<file path="config.mk">
export PLATFORM = sky130hd
export DESIGN_NAME = fetch_pc_unit
export DESIGN_NICKNAME = d
export VERILOG_FILES = /design/src/rtl/fetch_pc_unit.sv
export SDC_FILE = /design/constraint.sdc
export NUM_CORES = 1
export LEC_CHECK = 0
export BUFFER_PORTS_ARGS = -buffer_cell sky130_fd_sc_hd__buf_2
export CORE_MARGIN = 2
export CORE_UTILIZATION = 53
export DETAILED_ROUTE_END_ITERATION = 7
export PLACE_DENSITY = 0.92
export SYNTH_ARGS = -nofsm -noshare
export SYNTH_HDL_FRONTEND = slang
export SYNTH_SLANG_ARGS = --single-unit
</file>
<file path="constraint.sdc">
create_clock -name clk -period 5.35 [get_ports clk]
set_clock_uncertainty 0.2 [all_clocks]
set_input_delay 0.2675 -clock clk [delete_from_list [all_inputs] [get_ports clk]]
set_output_delay 0.2675 -clock clk [all_outputs]
set_load 0.05 [all_outputs]
</file>
<file path="src/rtl/fetch_pc_unit.sv">
// Fetch PC sequencer: owns the architectural PC, accepts EX redirects, flushes IF/ID and ID/EX, squashes follow-up redirects.
// Optional misaligned-target trap enabled by defining MISALIGN_TRAP_EN.
module fetch_pc_unit #(
    parameter int unsigned          PC_W          = 9,
    parameter logic [PC_W-1:0]      RESET_PC      = '0,
    parameter int unsigned          SQUASH_CYCLES = 2,
    parameter logic [PC_W-1:0]      TRAP_PC       = 9'h1F0
) (
    input  logic            clk,
    input  logic            reset,
    input  logic            Stall,
    input  logic            PcSel,
    input  logic [31:0]     BrPC,
    output logic [PC_W-1:0] PC,
    output logic            PC_Valid,
    output logic            Flush_IF_ID,
    output logic            Flush_ID_EX,
    output logic [31:0]     Redirect_Count,
    output logic            Misalign_Trap
);

    typedef enum logic [1:0] {
        WARMUP = 2'd0,
        RUN    = 2'd1,
        SQUASH = 2'd2
    } state_t;

    state_t          state, state_next;
    logic [2:0]      squash_cnt, squash_cnt_next;
    logic [PC_W-1:0] pc_next;
    logic [PC_W-1:0] target;
    logic            accept;
    logic            misaligned;
    logic            unused_brpc_bits;

    assign accept = PcSel && (state == RUN) && !reset;

    // Bits above PC_W are truncated by design; the low two only matter for the trap.
    assign unused_brpc_bits = ^{BrPC[31:PC_W], BrPC[1:0]};

`ifdef MISALIGN_TRAP_EN
    assign misaligned = (BrPC[1:0] != 2'b00);
    assign target     = misaligned ? TRAP_PC : {BrPC[PC_W-1:2], 2'b00};
`else
    assign misaligned = 1'b0;
    assign target     = {BrPC[PC_W-1:2], 2'b00};
`endif

    always_comb begin
        state_next      = state;
        squash_cnt_next = squash_cnt;
        pc_next         = PC;
        Flush_IF_ID     = 1'b0;
        Flush_ID_EX     = 1'b0;

        case (state)
            WARMUP: begin
                state_next = RUN;
            end
            RUN: begin
                if (accept) begin
                    state_next      = SQUASH;
                    squash_cnt_next = 3'd1;
                end
            end
            SQUASH: begin
                // Counter runs on stalled cycles too; exit once it reaches the window length.
                if (squash_cnt == 3'(SQUASH_CYCLES)) begin
                    state_next      = RUN;
                    squash_cnt_next = '0;
                end else begin
                    squash_cnt_next = squash_cnt + 3'd1;
                end
            end
            default: begin
                state_next = WARMUP;
            end
        endcase

        if (accept) begin
            Flush_IF_ID = 1'b1;
            Flush_ID_EX = 1'b1;
            pc_next     = target;
        end else if (!Stall && state != WARMUP) begin
            pc_next = PC + PC_W'(4);
        end
    end

    always_ff @(posedge clk) begin
        if (reset) begin
            state          <= WARMUP;
            squash_cnt     <= '0;
            PC             <= RESET_PC;
            Redirect_Count <= '0;
            Misalign_Trap  <= 1'b0;
        end else begin
            state          <= state_next;
            squash_cnt     <= squash_cnt_next;
            PC             <= pc_next;
            Redirect_Count <= accept ? Redirect_Count + 32'd1 : Redirect_Count;
            Misalign_Trap  <= accept && misaligned;
        end
    end

    assign PC_Valid = (state != WARMUP);

endmodule

</file>
==> results.ini, run 1 <==
[clock_tree]
cts.sinks = 44
hold_buffers = 0
ctsResizeCount = 0
clockBufferDepth = 2
clk_pin_slew_ns = 0.08
worstSkewPairLatency_ns = 0.30
post_cts_buffers = 0
cts_tree = yes
ctsHtreeMaxLevel = 2
cts_buffers = 5
root_buffer = clkbuf_8

[layout]
fill_cells = 348
num_antenna_cells = 0
final_cell_area_sq_um = 2510
fin_cells = 353
syn2layout_area_growth_pct = 13.8
nets = 341
register_area_sq_um = 881
multi_input_area_sq_um = 1210
drive_gt1_share_pct = 20.8

[placed_design]
dp_slack_ns = 2.69
dp_cells = 346
place.detailed.hpwl_um = 3310
place_area_sq_um = 2430
portBuffers = 52
routabilityCongestion = 0.748

[yosys]
synth.avg_cell_area_sq_um = 8.42
ys_warn_count = 0
synth-seq-cells = 44
netlist_area_sq_um = 2210
ys_seq_area_share_pct = 39.9
syn_inst = 262
ys_types = 41

[global_route]
grt_pass1_wl_um = 8160
grt-ovfl-total = 0
antenna_found_initial = 0
grt_max_degree = 49
grt_pass1_vias = 1881
track_usage_pct = 22.6

[critical_path]
cp-start-kind = flip-flop
cp.required_ns = 5.37
r2r_slack_ns = 2.67
critPathMaxFanout = 34
path_class = reg -> reg
cp.arrival_ns = 2.70
end_kind = flip-flop

[drt]
wl_per_cell_um = 13.8
routed_wl_um = 4860
drc = 0
drt_iter0_drc = 143
drtPass1Iterations = 4
via_per_inst = 5.95
vias = 2099
drtAntennaViolNets = 0

[sta]
finalSetupTns_ns = 0
finalSetupViolCount = 0
relSlewSlack_pct = 37.3
fmax_mhz = 373
fin_ws_ns = 2.67
period_share_pct = 50.1
rsz0062_at_grt = false
final.min_clock_period_ns = 2.68
hold_viol = 0
slew_violations = 0
tightest_slew_ns = 0.941

[die]
coreArea_sq_um = 4000
die_area_sq_um = 4690
die_x_um = 68.5
placementRows = 23
fp.dieH_um = 68.5
start_util_pct = 55.1
ios = 81

[worst_hold_path]
hold_path_class = in -> reg

[pwr]
pwr_density_cell_nw_per_um2 = 246
ir_drop_mv = 0.125
p_leak_uw = 0.000942

[run]
drv_cap = 0

[run_status]
outcome = finished, final reports clean

## synthesized netlist by cell type, drive strengths merged
master   count  area [sq um]
inv          5          18.8
or2          1          6.26
ha           2          25.0
a211oi       6          45.0
conb         1          3.75
o21bai       2          15.0
and4         3          26.3
nand4b       1          8.76
or3          4          25.0
xnor2       11          96.3
or4         16           120
nor2b        2          12.5
nand3       10          50.1
o21ai        5          25.0
o31ai       18           135
nor3         8          40.0
buf          8          57.6
clkbuf      12          45.0
nand4       12          75.1
nor3b        1          7.51
xor2         2          17.5
dfxtp       44           881
nor2        21          78.8
nand3b       1          20.0
and4b        1          10.0
and2         1          6.26
a21oi       25           125
nand2b       4          25.0
and3         3          18.8
nand2       19          71.3
and3b        2          17.5
o21ba        1          10.0
o2bb2ai      1          8.76
nor4         3          18.8
a311oi       1          8.76
mux2i        3          30.0
mux2         1          11.3
or3b         1          8.76
## cell type report
type,instances,area share [%]
clock inverter,1,0.199
inverter,5,0.747
clock buffer,6,2.89
sequential,44,35.1
multi-input combinational,195,48.2
timing repair buffer,52,10.4
tap,50,2.49
## placed cells by master (no fill, tap or decap)
cell and instances:
nand3b_4 1, dfxtp_1 44, or3b_2 1, conb_1 3
and4b_1 1, xor2_1 2, nor2b_1 2, a21oi_1 25
or2_2 1, nand4b_1 1, a311oi_1 1, and4_1 3
clkbuf_8 5, nor3b_1 1, nand3_1 10, and3_1 3
nor3_1 8, ha_1 2, or3_1 4, nor4_1 3
o2bb2ai_1 1, and3b_1 2, a211oi_1 6, o21ai_0 5
mux2_2 1, o21bai_1 2, inv_1 5, xnor2_1 11
mux2i_1 3, o21ba_2 1, nor2_1 21, or4_1 16
nand2_1 19, o31ai_1 18, clkbuf_1 1, buf_2 52
nand4_1 12, nand2b_1 4, and2_1 1, clkinv_2 1
## logic make-up after synthesis
family	synth area share, %
adder cells (fa/ha/maj)	1.13
buffers and inverters	5.50
AND/OR/NAND/NOR	29.3
flip-flops	39.9
AO/OA/AOI/OAI	16.9
XOR/XNOR	5.16
other	0.170
multiplexers	1.87
## flip-flops by register name, indices dropped and copies added, names as in the netlist
register / count
state: 2
squash_cnt: 3
Redirect_Count: 32
PC: 7
## path summary, 6_finish.rpt
kind | startpoint | to | cells after the start
setup / recovery | state[0] | Redirect_Count[17] | 4
hold / removal | BrPC[8] | PC[8] | 3
setup reg to reg | state[0] | Redirect_Count[17] | 4
hold reg to reg | Redirect_Count[31] | Redirect_Count[31] | 1
## metrics by stage
| step | total power [uW] | util (%) | hold WS, ns |
|---|---|---|---|
| 2_1_floorplan | 414 | - | 0.246 |
| 6_report | 618 | 62.8 | 0.0551 |
| 3_5_place_dp | 428 | 60.8 | 0.254 |
| 5_1_grt | 643 | 62.8 | 0.0501 |
| 4_1_cts | 621 | 62.8 | 0.0451 |
| 3_3_place_gp | 426 | 60.8 | 0.244 |
## worst max-delay path, stage by stage (launching register included)
cell	delay, ns
dfxtp_1	0.49
nand3b_4	0.28
or3_1	0.83
or4_1	0.64
a21oi_1	0.15
## routing by layer
layer | up-vias | track usage (%) | wire, um
met5 | - | 0 | 0
met4 | 0 | 9.00 | 58
met3 | 7 | 6.82 | 349
met2 | 78 | 35.9 | 2200
met1 | 965 | 28.5 | 2250
li1 | 1049 | - | -
## where the power goes
part / leakage (uW) / switching (uW) / internal [uW] / total, uW
Combinational: 0.000544 / 53.7 / 21.3 / 75.0
Sequential: 0.000356 / 10.1 / 335 / 345
Clock: 0.0000410 / 109 / 88.8 / 198
Total: 0.000942 / 173 / 445 / 618
No activity file was read; power rests on OpenSTA's default activity.
==> run 2, diff against run 1 <==
Settings changed: CORE_UTILIZATION 53 to 49, PLACE_DENSITY 0.92 to 0.86.
Clock period 5.35 ns to 2.75 ns, I/O delays scaled along.
==> results.ini, run 2 (synthesis gave the netlist of run 1 again) <==
[placed_design]
dp_slack_ns = 0.367  ; -2.32 ns
portBuffers = 52  ; unchanged
place.detailed.hpwl_um = 3410  ; +2.8%
routabilityCongestion = 0.838  ; +12%

[die]
coreArea_sq_um = 4350  ; +8.9%
fp.dieH_um = 71.1  ; +3.8%
ios = 81  ; unchanged
die_x_um = 71.1  ; +3.8%
die_area_sq_um = 5050  ; +7.7%
placementRows = 24  ; +4.3%
start_util_pct = 50.7  ; -4.5 points

[pwr]
p_leak_uw = 0.00100  ; +6.7%
ir_drop_mv = 0.374  ; +200%
pwr_density_cell_nw_per_um2 = 476  ; +94%

[drt]
vias = 2123  ; +1.1%
wl_per_cell_um = 13.8  ; +0.34%
drtPass1Iterations = 4  ; unchanged
drtAntennaViolNets = 0  ; unchanged
drt_iter0_drc = 191  ; +34%
via_per_inst = 5.77  ; -3.0%
routed_wl_um = 5090  ; +4.6%
drc = 0  ; unchanged

[sta]
fin_ws_ns = 0.333  ; -2.34 ns
hold_viol = 0  ; unchanged
final.min_clock_period_ns = 2.42  ; -0.262 ns
slew_violations = 0  ; unchanged
relSlewSlack_pct = 35.9  ; -1.4 points
finalSetupViolCount = 0  ; unchanged
rsz0062_at_grt = false
finalSetupTns_ns = 0  ; unchanged
period_share_pct = 87.9  ; +38 points
fmax_mhz = 414  ; +11%
tightest_slew_ns = 0.962  ; +0.0211 ns

[clock_tree]
post_cts_buffers = 0  ; unchanged
cts_tree = yes
ctsResizeCount = 0  ; unchanged
cts_buffers = 5  ; unchanged
clockBufferDepth = 2  ; unchanged
root_buffer = clkbuf_8
worstSkewPairLatency_ns = 0.30  ; about the same
clk_pin_slew_ns = 0.08  ; about the same
cts.sinks = 44  ; unchanged
ctsHtreeMaxLevel = 2  ; unchanged

[global_route]
antenna_found_initial = 0  ; unchanged
grt_pass1_vias = 1918  ; +2.0%
track_usage_pct = 21.1  ; -1.5 points
grt-ovfl-total = 0  ; unchanged
grt_pass1_wl_um = 8630  ; +5.7%
grt_max_degree = 35  ; -29%

[layout]
layout_common_cells = 52 x buf_2, 44 x dfxtp_1, 25 x a21oi_1
reg.largest.list = Redirect_Count: 32 flops, PC: 7 flops, squash_cnt: 3 flops
final_common_cell = buf_2
nets = 353  ; +3.5%
num_antenna_cells = 0  ; unchanged
fill_cells = 387  ; +11%
drive_gt1_share_pct = 21.2  ; +0.41 points
syn2layout_area_growth_pct = 19.9
largest_register_ffs = 32  ; unchanged
regMostFlops = Redirect_Count

[critical_path]
critPathMaxFanout = 34  ; unchanged
cp.required_ns = 2.79  ; -2.58 ns
end_kind = flip-flop
r2r_slack_ns = 0.33  ; -2.34 ns
path_class = reg -> reg
cp-start-kind = flip-flop
cp.arrival_ns = 2.45  ; -0.25 ns

[worst_hold_path]
hold_path_class = in -> reg

[run]
drv_cap = 0  ; unchanged

[run_status]
outcome = finished, final reports clean

[run 2: changes by cell type in the layout (fill, tap and decap cells not counted), sizes merged]
cell,previous run,this run
buf,52,54
clkinv,1,2
dlygate4sd3,0,10
[run 2: area by class of cell]
class | instances | area (sq um) | area share, %
Timing Repair Buffer | 64 | 375 | 14.2
Inverter | 5 | 18.8 | 0.710
Clock inverter | 2 | 10.0 | 0.379
Tap cell | 52 | 65.1 | 2.46
Clock buffer | 6 | 82.6 | 3.12
Sequential cell | 44 | 881 | 33.3
Multi-Input combinational cell | 195 | 1210 | 45.8
[run 2: routing by layer]
| layer | vias to the layer above | share of wire, % | global-route usage (%) |
|---|---|---|---|
| li1 | 1070 | - | - |
| met1 | 996 | 45 | 28.5 |
| met2 | 53 | 49 | 32.9 |
| met3 | 4 | 5.3 | 4.42 |
| met4 | 0 | 0.81 | 8.60 |
| met5 | - | 0 | 0 |
[run 2: path summary, 6_finish.rpt]
kind,start,end,cells after the start
hold reg to reg,Redirect_Count[31],Redirect_Count[31],1
hold / removal,Stall,PC[2],4
setup / recovery,state[0],Redirect_Count[18],4
setup reg to reg,state[0],Redirect_Count[18],4
[run 2: what timing repair did]
item | CTS | global route
setup endpoints to repair | 0 | 0
hold endpoints to repair | 14 | 0
hold buffers | 10 | 0
[run 2: worst max-delay path: stages (launching register included)]
cell      delay, ns
dfxtp_1        0.50
nand3b_4       0.10
or3_1          0.77
or4_1          0.63
a21oi_1        0.15
[run 2: power breakdown]
group / switching [uW] / internal, uW
clock: 223 / 201
combinational: 109 / 53.9
sequential: 20.9 / 652
total: 353 / 906
[run 2: stage by stage]
stage | util [%] | instance area (sq um) | hold slack [ns] | cells | total power, uW
6_report | 60.7 | 2640 | 0.135 | 368 | 1260
5_1_grt | 60.7 | 2640 | 0.155 | 368 | 1310
4_1_cts | 60.7 | 2640 | 0.123 | 368 | 1270
3_5_place_dp | 56.3 | 2450 | 0.240 | 350 | 838
3_3_place_gp | 56.3 | 2450 | 0.226 | 350 | 833
2_1_floorplan | - | 2210 | 0.116 | 264 | 806
==> run 3, diff against run 2 <==
Settings changed: CELL_PAD_IN_SITES_DETAIL_PLACEMENT set to 2, CELL_PAD_IN_SITES_GLOBAL_PLACEMENT set to 2, CORE_UTILIZATION 49 to 27, PLACE_DENSITY 0.86 to 0.85.
==> results.ini, run 3 (synthesis gave the netlist of run 1 again) <==
[die]
ios = 81  ; unchanged
start_util_pct = 28.3  ; -22 points
placementRows = 32  ; +33%
die_x_um = 94.4  ; +33%
coreArea_sq_um = 7810  ; +79%
die_area_sq_um = 8910  ; +76%
fp.dieH_um = 94.4  ; +33%

[layout]
regMostFlops = Redirect_Count
multi_input_area_sq_um = 1210  ; unchanged
layout_common_cells = 52 x buf_2, 44 x dfxtp_1, 25 x a21oi_1
register_area_sq_um = 881  ; unchanged
num_antenna_cells = 0  ; unchanged
fill_cells = 910  ; +140%
syn2layout_area_growth_pct = 25.2
nets = 360  ; +2.0%
drive_gt1_share_pct = 21.7  ; +0.47 points
reg.largest.list = Redirect_Count: 32 flops, PC: 7 flops, squash_cnt: 3 flops
final_common_cell = buf_2
largest_register_ffs = 32  ; unchanged

[sta]
tightest_slew_ns = 0.968  ; +0.00586 ns
finalSetupTns_ns = 0  ; unchanged
fmax_mhz = 406  ; -1.8%
finalSetupViolCount = 0  ; unchanged
period_share_pct = 89.5  ; +1.6 points
slew_violations = 0  ; unchanged
rsz0062_at_grt = false
relSlewSlack_pct = 35.5  ; -0.39 points
final.min_clock_period_ns = 2.46  ; +0.0440 ns
fin_ws_ns = 0.289  ; -0.0440 ns
hold_viol = 0  ; unchanged

[drt]
drtPass1Iterations = 4  ; unchanged
wl_met3_um = 291  ; +8.6%
drc = 0  ; unchanged
vias = 2222  ; +4.7%
wl_per_cell_um = 16.2  ; +17%
drt_iter0_drc = 36  ; -81%
top_layer = met4
wl_met1_um = 3120  ; +35%
via_per_inst = 5.23  ; -9.4%
routed_wl_um = 6900  ; +36%
drtAntennaViolNets = 0  ; unchanged
wl_met2_um = 3430  ; +39%

[global_route]
antenna_found_initial = 0  ; unchanged
track_usage_pct = 16.2  ; -4.9 points
grt_max_degree = 38  ; +8.6%
grt-ovfl-total = 0  ; unchanged
grt_pass1_vias = 2371  ; +24%
grt_pass1_wl_um = 11600  ; +34%

[placed_design]
dp_slack_ns = 0.284  ; -0.0827 ns
place.detailed.hpwl_um = 4780  ; +40%
portBuffers = 52  ; unchanged
routabilityCongestion = 0.692  ; -17%

[pwr]
ir_drop_mv = 0.222  ; -41%
p_leak_uw = 0.00103  ; +2.8%
pwr_density_cell_nw_per_um2 = 462  ; -3.1%

[clock_tree]
cts_tree = yes
cts.sinks = 44  ; unchanged
clk_pin_slew_ns = 0.08  ; about the same
clockBufferDepth = 2  ; unchanged
worstSkewPairLatency_ns = 0.30  ; about the same
hold_buffers = 12  ; +2
post_cts_buffers = 0  ; unchanged
root_buffer = clkbuf_8
ctsHtreeMaxLevel = 2  ; unchanged
cts_buffers = 5  ; unchanged
ctsResizeCount = 0  ; unchanged

[critical_path]
critPathMaxFanout = 32  ; -5.9%
path_class = reg -> reg
cp.arrival_ns = 2.49  ; +0.04 ns
r2r_slack_ns = 0.29  ; -0.04 ns
r2r-end = Redirect_Count[18]
cp.required_ns = 2.78  ; about the same
r2r-start = state[0]
cp-start-kind = flip-flop
reg2regPathDepth = 4  ; unchanged
end_kind = flip-flop

[worst_hold_path]
hold_path_depth = 5  ; +1
hold_start = Stall
min_to = PC[4]
hold_path_class = in -> reg

[run]
drv_cap = 0  ; unchanged

[run_status]
outcome = finished, final reports clean

==> run 3: cell count changes in the layout (fill, tap and decap cells not counted), sizes merged <==
cell | before | now
clkbuf | 6 | 8
clkinv | 2 | 0
dlygate4sd3 | 10 | 12
buf | 54 | 59
==> run 3: worst max-delay path, cell delays in order, from the launching register on <==
cell	delay (ns)
dfxtp_1	0.50
nand3b_4	0.12
or3_1	0.78
or4_1	0.64
a21oi_1	0.15
==> run 3: power breakdown <==
part	switching [uW]	internal, uW
Sequential	21.6	652
Combinational	115	59.0
Clock	221	205
Total	358	916
==> run 3: worst max-delay path by stage <==
stage | start | endpoint | slack [ns]
after floorplan | Redirect_Count[2] | Redirect_Count[23] | 0.40
after global placement | state[0] | Redirect_Count[18] | 0.37
after detailed placement | state[0] | Redirect_Count[16] | 0.28
after CTS | state[0] | Redirect_Count[20] | 0.27
after global routing | Redirect_Count[9] | Redirect_Count[16] | 0.09
final | state[0] | Redirect_Count[18] | 0.29
==> run 3: metrics by stage <==
step / cell area [sq um] / std cells / util (%) / hold WS, ns / power (uW)
after floorplan: 2210 / 264 / - / 0.116 / 806
after global placement: 2550 / 405 / 32.7 / 0.229 / 840
after detailed placement: 2550 / 405 / 32.7 / 0.244 / 846
after CTS: 2760 / 425 / 35.4 / 0.210 / 1300
after global routing: 2760 / 425 / 35.4 / 0.236 / 1340
final: 2760 / 425 / 35.4 / 0.220 / 1270
==> run 3: routing by layer <==
layer	global-route usage (%)	vias up
met5	0	-
met4	3.99	0
met3	3.27	5
met2	29.2	41
met1	19.7	1101
li1	-	1075
==> run 3: layout make-up <==
| class | count | area share [%] |
|---|---|---|
| Timing Repair Buffer | 71 | 15.7 |
| Tap cell | 102 | 4.62 |
| Sequential cell | 44 | 31.9 |
| Clock buffer | 8 | 3.26 |
| Inverter | 5 | 0.680 |
| Multi-Input combinational cell | 195 | 43.9 |
